===== src/rtl/uart_rx.sv =====
// uart_rx: 16x-oversampled serial receiver delivering one parallel word per frame with framing-error flag
module uart_rx #(
  parameter int DATA_BITS = 8,
  parameter int STOP_BIT_TICKS = 16
) (
  input  logic                 Clock,
  input  logic                 Reset,
  input  logic                 SampleTick,
  input  logic                 Rx,
  output logic [DATA_BITS-1:0] RxData,
  output logic                 RxDone,
  output logic                 FrameError,
  output logic                 Busy
);
  localparam int TW = ($clog2(STOP_BIT_TICKS) > 4) ? $clog2(STOP_BIT_TICKS) : 4;
  localparam int NW = $clog2(DATA_BITS);
  localparam logic [TW-1:0] T_MID = TW'(7);
  localparam logic [TW-1:0] T_BIT = TW'(15);
  localparam logic [TW-1:0] T_STOP = TW'(STOP_BIT_TICKS - 1);
  localparam logic [NW-1:0] N_LAST = NW'(DATA_BITS - 1);
  typedef enum logic [1:0] {IDLE, START, DATA, STOP} state_t;
  state_t state, state_nx;
  logic [TW-1:0] t, t_nx;
  logic [NW-1:0] n, n_nx;
  logic [DATA_BITS-1:0] sh, sh_nx;
  logic [1:0] sync;
  logic rx_s, done_nx;
  assign rx_s = sync[1];
  always_comb begin
    state_nx = state;
    t_nx = t;
    n_nx = n;
    sh_nx = sh;
    done_nx = 1'b0;
    unique case (state)
      IDLE: begin
        state_nx = rx_s ? IDLE : START;
        t_nx = '0;
      end
      START: if (SampleTick) begin
        state_nx = (t == T_MID) ? (rx_s ? IDLE : DATA) : START;
        t_nx = (t == T_MID) ? '0 : t + 1'b1;
        n_nx = '0;
      end
      DATA: if (SampleTick) begin
        sh_nx = (t == T_BIT) ? {rx_s, sh[DATA_BITS-1:1]} : sh;
        t_nx = (t == T_BIT) ? '0 : t + 1'b1;
        n_nx = (t == T_BIT && n != N_LAST) ? n + 1'b1 : n;
        state_nx = (t == T_BIT && n == N_LAST) ? STOP : DATA;
      end
      STOP: if (SampleTick) begin
        done_nx = (t == T_STOP);
        state_nx = (t == T_STOP) ? IDLE : STOP;
        t_nx = (t == T_STOP) ? '0 : t + 1'b1;
      end
      default: state_nx = IDLE;
    endcase
  end
  always_ff @(posedge Clock or posedge Reset) begin
    if (Reset) begin
      state <= IDLE;
      t <= '0;
      n <= '0;
      sh <= '0;
      sync <= 2'b11;
      RxData <= '0;
      RxDone <= 1'b0;
      FrameError <= 1'b0;
      Busy <= 1'b0;
    end else begin
      sync <= {sync[0], Rx};
      state <= state_nx;
      t <= t_nx;
      n <= n_nx;
      sh <= sh_nx;
      RxDone <= done_nx;
      RxData <= done_nx ? sh : RxData;
      FrameError <= done_nx ? ~rx_s : FrameError;
      Busy <= (state_nx != IDLE);
    end
  end
endmodule


===== config.mk =====
export PLATFORM = sky130hd
export DESIGN_NAME = uart_rx
export DESIGN_NICKNAME = d
export VERILOG_FILES = /design/src/rtl/uart_rx.sv
export SDC_FILE = /design/constraint.sdc
export NUM_CORES = 1
export LEC_CHECK = 0
export CORE_UTILIZATION = 45
export DETAILED_ROUTE_END_ITERATION = 8
export PLACE_DENSITY = 0.65
export SLEW_MARGIN = 5
export SYNTH_ARGS = -nofsm -noshare
export SYNTH_HDL_FRONTEND = slang
export SYNTH_SLANG_ARGS = --single-unit

===== constraint.sdc =====
create_clock -name Clock -period 2.7 [get_ports Clock]
set_clock_uncertainty 0.1 [all_clocks]
set_input_delay 0.405 -clock Clock [delete_from_list [all_inputs] [get_ports Clock]]
set_output_delay 0.405 -clock Clock [all_outputs]
set_load 0.02 [all_outputs]

* Word-level counts from Yosys, hierarchy flattened
Cells that the tools add are included.
** Storage, ports and cells
- Output and inout port bits :: 11
- Register bits :: 30
- Input port bits :: 4
- Logic and storage cells :: 52
** Operators by class
- Equality and inequality tests :: 11
- Reductions and logical operators :: 9
- Add/subtract/negate cells :: 2
- Mux-type cells :: 20
- Bitwise gates (word level) :: 1
** Operator list (number)
- $mux W4 :: 4
- $mux W2 :: 6
- $pmux W4 S3 :: 1
- $mux W3 :: 3
- $pmux W2 S4 :: 1
- $ne A2 B2 Y1 const B :: 3
- $pmux W3 S2 :: 1
- $add A4 B1 Y4 const B :: 1
- $eq A2 B2 Y1 const B :: 2
- $eq A4 B3 Y1 const B :: 1
- $eq A4 B4 Y1 const B :: 1
- $mux W1 :: 4
- $reduce_and A4 Y1 :: 1
- $reduce_bool A2 Y1 :: 2
- $add A3 B1 Y3 const B :: 1
- $eq A3 B3 Y1 const B :: 1
- $ne A3 B3 Y1 const B :: 1
- $reduce_and A3 Y1 :: 1
- $eq A2 B1 Y1 const B :: 1
- $logic_and A1 B1 Y1 :: 2
- $logic_not A2 Y1 :: 1
- $ne A2 B1 Y1 const B :: 1
- $reduce_and A2 Y1 :: 1
- $reduce_or A2 Y1 :: 1
- $not A1 Y1 :: 1

* Logic depth before layout (Yosys ltp)
Gate-level depths: netlist of the first run.
- Depth in word-level cells :: 6
- Mapped depth :: 5
- Gate-level depth less buffers :: 4

* Least setup slack after synthesis of the first run
Ideal clock, no wire load.
- Kind :: flip-flop to flip-flop
- Start point :: register t[0]
- End point :: register sh[0]
- Arrival :: 1.533 ns
- Required time :: 2.475 ns
- Path slack :: 0.942 ns
- Period minus slack after synthesis :: 1.758 ns
- Cell stages (with the launch flop) :: 5
- Path buffers :: 0
- Setup time :: 0.125 ns
- Path through :: dfrtp_1 -> ha_1 -> nand4_2 -> nor3b_4 -> mux2_2
** On the way
- Word-level cells in the longest chain between the ends :: 2
** RTL lines
- start, declared :: RTL line 23 : logic [TW-1:0] t, t_nx;
- start signal, assigned :: RTL line 73 : t <= t_nx;
- $eq A4 B4 Y1 :: RTL line 46 : sh_nx = (t == T_BIT) ? {rx_s, sh[DATA_BITS-1:1]} : sh;
- $reduce_and A3 Y1 (no source line)
- end signal, assigned :: RTL line 75 : sh <= sh_nx;
- end, declared :: RTL line 25 : logic [DATA_BITS-1:0] sh, sh_nx;
Every way passes these cells.
A chain may end at the register's enable or synchronous reset.

* Final worst setup path of the first run
- Start point :: register t[0]
- End point :: register sh[7]
Same word-level chain as after synthesis.

==> reports/metrics.yaml, run 1 <==
route:
  highest_layer: "met4"
  vias: 804
  wl_um: 2050
  wl_met1_um: 948
  met3_length_um: 91
  antenna_left: 0
  drt_pass1_iterations: 2
  avgViaCountPerCell: 5.40
  route.detailed.drc: 0
  drt_iter0_markers: 13
  post_drt_wl_per_cell_um: 13.7
  met2_length_um: 958
critical_path:
  crit_family: "simple AND/OR/NAND/NOR gates"
  arrival_ps: 2080
  required_ps: 2820
  cp-end-kind: "register"
  cp_cell_sequence: "ha_1, nand4_2, nor3b_4, mux2_2"
  slowest_stage: "nor3b_4"
  worst_setup_path_start_kind: "register"
  cp_num_buf_inv: 0
  crit_type: "register to register"
  crit_fanout: 9
  max_stage_delay_ps: 470
power_and_ir_drop:
  p_leak_nw: 0.744
  power.share.switching_pct: 31.6
  p_per_area_nw_per_um2: 644
  clkPwrFrac_pct: 24.5
  pwr-share-comb_pct: 17.0
  p_switching_uw: 310
  seqPwrFrac_pct: 58.5
  p_int_uw: 670
  ir_drop_v: 0.000408
final_layout:
  syn2layout_area_growth_pct: 17.9
  final_common_cell: "dfrtp_1"
  diodes: 0
  fillCellCount: 214
  final_cell_mix: "28 x dfrtp_1, 17 x mux2_2, 14 x clkdlybuf4s50_1, 8 x nand2_1, 5 x clkbuf_4"
  final_util_pct: 55.7
  nets: 125
  drive_gt1_share_pct: 28.0
die:
  die_h_um: 55.5
  start_util_pct: 47.2
  rows: 19
  dieArea_um2: 3080
  core_um2: 2730
  dieWidth_um: 55.5
  ioPinCount: 15
hold_path:
  hold_path.class: "register to register"
outcome:
  outcome: "completed"
place:
  gp_congestion: 0.706
  port_buffers: 14
  hpwl_um: 1450
logic_synthesis:
  synth_cell_types: 29
  ys_seq_area_share_pct: 58.4
  synth-seq-cells: 30
  synthCells: 98
  synth_top_cell_area_share_pct: 54.3
  synth_nets: 105
  avgSynthCellArea_um2: 13.2
  ys.flop_type: "dfrtp_1"
  synth_area_um2: 1290
  synth_edf_count: 0
  yosys-top-cells-area: "dfrtp_1 54%, mux2_2 15%, dfstp_2 4.1%, mux2i_1 3.1%, ha_1 2.9%"
  synth_top_area_cell: "dfrtp_1"
  async_reset_ff_share_pct: 100
  yosys_warnings: 0
run:
  max_cap_violations: 0
clock_network:
  cts_sinks: 30
  post_cts_buffers: 0
  clk_pin_slew_ps: 90
  hold_buffers: 0
  cts-root-buf: "clkbuf_4"
  max-clock-path-buffers: 2
  numCtsBuffers: 5
  post_cts_resize_count: 0
  cts_tree: "built"
  cts_max_level: 2
  clk_latency_ps: 330
timing:
  slew_violations: 0
  slew_headroom_pct: 48.5
  setup_tns_ps: 0
  tightestPinTransition_ps: 772
  period_share_pct: 72.8
  setup_viol: 0
  rsz0062_at_grt: "false"
  hold_viol_final: 0
  min_period_ps: 1970
  fmax_mhz: 509
global_routing:
  first_global_vias: 805
  grt_pass1_wl_um: 3730
  grt_overflow: 0
  antenna_found_initial: 0
  grtUsageTotal_pct: 16.3
  grt_max_degree: 22
==> final cells by class <==
cell class / count / area [µm²] / area share (%)
Multi-Input combinational cell: 60 / 500 / 32.9
Inverter: 3 / 11.3 / 0.740
Tap cell: 31 / 38.8 / 2.55
Clock buffer: 5 / 37.5 / 2.47
Clock inverter: 2 / 10.0 / 0.658
Sequential cell: 30 / 753 / 49.5
Timing Repair Buffer: 18 / 170 / 11.2
==> power groups by stage <==
| stage | Sequential (mW) | Clock [mW] | Combinational (mW) |
|---|---|---|---|
| after CTS | 0.570 | 0.253 | 0.171 |
| after global placement | 0.577 | 0 | 0.161 |
| final | 0.573 | 0.240 | 0.167 |
| after floorplan | 0.545 | 0 | 0.156 |
| after detailed placement | 0.578 | 0 | 0.171 |
| after global routing | 0.585 | 0.283 | 0.194 |
==> worst reg2reg max path: stages, from the launching register on <==
cell and delay (ps):
dfrtp_1 430, ha_1 290, nand4_2 170, nor3b_4 470
mux2_2 390
==> metrics by stage <==
step / area [µm²] / total power [mW] / setup slack, ps / hold slack (ps) / std cells
floorplan: 1290 / 0.700 / 942 / 245 / 98
global placement: 1470 / 0.738 / 518 / 247 / 142
detailed placement: 1470 / 0.749 / 507 / 251 / 142
CTS: 1520 / 0.994 / 731 / 263 / 149
global route: 1520 / 1.06 / 574 / 269 / 149
finish: 1520 / 0.980 / 735 / 260 / 149
==> layer usage <==
metal | track usage [%] | vias up
met5 | 0 | -
met2 | 24.3 | 14
met4 | 7.50 | 0
li1 | - | 387
met3 | 7.73 | 5
met1 | 20.1 | 398
==> cell families after synthesis <==
| family | synth area share [%] |
|---|---|
| adder cells (fa/ha/maj) | 2.91 |
| AND/OR/NAND/NOR | 11.0 |
| XOR/XNOR | 0.679 |
| flip-flops | 58.4 |
| AO/OA/AOI/OAI | 6.30 |
| multiplexers | 17.9 |
| buffers and inverters | 2.81 |
==> synthesized netlist by cell type, types with 2 or more instances <==
library cell	count
a21oi_1	4
a31oi_1	2
buf_2	5
dfrtp_1	28
dfstp_2	2
ha_1	3
inv_1	3
mux2_2	17
mux2i_1	4
nand2_1	8
nand3b_1	2
nor2_1	3
==> sequential cells by signal (all words and copies together) (netlist names) <==
register / count
RxData: 8
sh: 8
t: 4
n: 3
state: 2
sync: 2
Busy: 1
FrameError: 1
RxDone: 1
==> path summary, 6_finish.rpt <==
| check | to | cells after the start | startpoint | slack [ps] |
|---|---|---|---|---|
| max in group asynchronous | RxData[1]$_DFFE_PP0P_ | 3 | Reset | 1500 |
| worst max-delay path | sh[7]$_DFFE_PP0P_ | 4 | t[0]$_DFFE_PP0P_ | 730 |
| min in group asynchronous | sh[6]$_DFFE_PP0P_ | 2 | Reset | 420 |
| worst max register to register | sh[7]$_DFFE_PP0P_ | 4 | t[0]$_DFFE_PP0P_ | 730 |
| worst min register to register | sync[1]$_DFF_PP1_ | 0 | sync[0]$_DFF_PP1_ | 260 |
| worst min-delay path | sync[1]$_DFF_PP1_ | 0 | sync[0]$_DFF_PP1_ | 260 |
No activity file was read; power rests on OpenSTA's default activity.
==> run 2: changes to the inputs <==
PLACE_DENSITY = 0.68   (was 0.65)
clock period = 1.7 ns   (was 2.7 ns; I/O delays follow)
==> reports/metrics.yaml, run 2 (synthesis results as in run 1) <==
outcome:
  outcome: "completed"
die:
  ioPinCount: 15  # unchanged
  dieWidth_um: 55.5  # unchanged
  rows: 19  # unchanged
  start_util_pct: 47.2  # unchanged
  dieArea_um2: 3080  # unchanged
  die_h_um: 55.5  # unchanged
  core_um2: 2730  # unchanged
route:
  vias: 860  # +7.0%
  avgViaCountPerCell: 5.38  # -0.39%
  drt_pass1_iterations: 3  # +1
  post_drt_wl_per_cell_um: 13.6  # -0.82%
  route.detailed.drc: 0  # unchanged
  antenna_left: 0  # unchanged
  drt_iter0_markers: 6  # -7
  wl_um: 2180  # +6.5%
clock_network:
  cts_sinks: 30  # unchanged
  clk_latency_ps: 330  # about the same
  cts_max_level: 2  # unchanged
  cts-root-buf: "clkbuf_4"
  max-clock-path-buffers: 2  # unchanged
  cts_tree: "built"
  clk_pin_slew_ps: 90  # about the same
  numCtsBuffers: 5  # unchanged
timing:
  setup_viol: 0  # unchanged
  tightestPinTransition_ps: 367  # -405 ps
  rsz0062_at_grt: "true"
  fmax_mhz: 607
  slew_violations: 0  # unchanged
  period_share_pct: 96.9
  setup_tns_ps: 0  # unchanged
  min_period_ps: 1650
  slew_headroom_pct: 75.5  # +27 points
  setup_ws_ps: 52.2  # -683 ps
  hold_viol_final: 0  # unchanged
critical_path:
  cp_cell_sequence: "clkdlybuf4s50_1"
  required_ps: 1340  # -1480 ps
  max_stage_delay_ps: 610  # +140 ps
  slowest_stage: "clkdlybuf4s50_1"
  arrival_ps: 1290  # -790 ps
  worst_setup_path_start_kind: "register"
  crit_type: "register to output pin"
  cp-end-kind: "output pin"
  crit_family: "buffers and inverters"
  cp_num_buf_inv: 1  # +1
  crit_fanout: 2  # -7
global_routing:
  grt_max_degree: 31  # +41%
  grtUsageTotal_pct: 17.2  # +0.84 points
  grt_pass1_wl_um: 3950  # +6.1%
  antenna_found_initial: 0  # unchanged
  first_global_vias: 900  # +12%
  grt_overflow: 0  # unchanged
power_and_ir_drop:
  p_leak_nw: 0.853  # +15%
  seqPwrFrac_pct: 46.4  # -12 points
  p_switching_uw: 538  # +73%
  p_int_mw: 1.36  # +100%
  ir_drop_v: 0.000822  # +100%
  p_per_area_nw_per_um2: 1130  # +75%
  power_mw: 1.90  # +94%
  power.share.switching_pct: 28.3  # -3.3 points
  pwr-share-comb_pct: 23.4  # +6.4 points
  clkPwrFrac_pct: 30.2  # +5.7 points
final_layout:
  final_common_cell: "dfrtp_1"
  fillCellCount: 232  # +8.4%
  final_cell_mix: "28 x dfrtp_1, 17 x mux2_2, 14 x buf_4, 12 x clkdlybuf4s50_1, 8 x nand2_1"
  nets: 136  # +8.8%
  reg_top3: "RxData: 8 flops, sh: 8 flops, t: 4 flops"
  final_cell_area_um2: 1680  # +11%
  diodes: 0  # unchanged
  drive_gt1_share_pct: 36.4  # +8.5 points
  final_util_pct: 61.6  # +5.9 points
  syn2layout_area_growth_pct: 30.5
place:
  place_ws_ps: -145  # -652 ps
  port_buffers: 14  # unchanged
  hpwl_um: 1560  # +7.7%
  placed_area_um2: 1580  # +7.0%
  gp_congestion: 0.738  # +4.4%
run:
  max_cap_violations: 0  # unchanged
hold_path:
  hold_path.class: "input pin to async pin"
[run 2: cell types whose count changed in the layout (fill, tap and decap cells not counted), sizes merged]
cell | before | now
buf | 4 | 15
bufinv | 0 | 1
clkinv | 2 | 0
clkdlybuf4s50 | 14 | 12
clkbuf | 5 | 6
dlymetal6s2s | 0 | 2
[run 2: cell type report]
type	count	area (µm²)	share of cell area, %
flip-flops and latches	30	753	44.8
multi-input cells	60	528	31.4
repair buffers	29	270	16.1
clock buffers	6	51.3	3.05
well taps	31	38.8	2.30
clock inverters	1	30.0	1.78
inverters	3	11.3	0.669
[run 2: final timing paths]
path | startpoint | end | slack, ps | cells after the start
setup reg to reg | t[1]$_DFFE_PP0P_ | sh[1]$_DFFE_PP0P_ | 50 | 5
max in group asynchronous | Reset | sync[0]$_DFF_PP1_ | 1000 | 3
hold / removal | Reset | RxData[4]$_DFFE_PP0P_ | 180 | 3
min in group Clock | Rx | sync[0]$_DFF_PP1_ | 240 | 1
setup / recovery | RxData[3]$_DFFE_PP0P_ | RxData[3] | 50 | 1
hold reg to reg | sync[0]$_DFF_PP1_ | sync[1]$_DFF_PP1_ | 260 | 0
[run 2: timing repair]
item | CTS | global route
endpoints found under the setup margin | 3 | 13
pin swaps | 0 | 2
hold buffers | 0 | 0
setup buffers | 0 | 1
gates resized for setup | 1 | 3
[run 2: routing by layer]
layer / vias to the layer above / part of all wire, % / global-route usage, %
met4: 0 / 2.0 / 9.64
met1: 429 / 46 / 20.8
li1: 411 / - / -
met2: 15 / 49 / 27.2
met3: 5 / 3.5 / 5.15
met5: - / 0 / 0
[run 2: power groups by stage]
| stage | combinational [mW] | sequential [mW] | clock, mW |
|---|---|---|---|
| after floorplan | 0.262 | 0.876 | 0 |
| after global placement | 0.419 | 0.879 | 0 |
| after detailed placement | 0.442 | 0.881 | 0 |
| after CTS | 0.445 | 0.868 | 0.592 |
| after global routing | 0.503 | 0.893 | 0.633 |
| final | 0.445 | 0.881 | 0.574 |
[run 2: through the flow]
stage,hold slack [ps],std cells
after global placement,247,152
after CTS,194,159
after floorplan,159,98
final,182,160
after detailed placement,252,152
after global routing,214,160
[run 2: worst register-to-register path: cells and delay by family (launching register included)]
kind                     cells  cell delay (ps)
buffers and inverters        1              160
AND/OR/NAND/NOR              2              380
adder cells (fa/ha/maj)      1              180
multiplexers                 1              330
flip-flops                   1              400
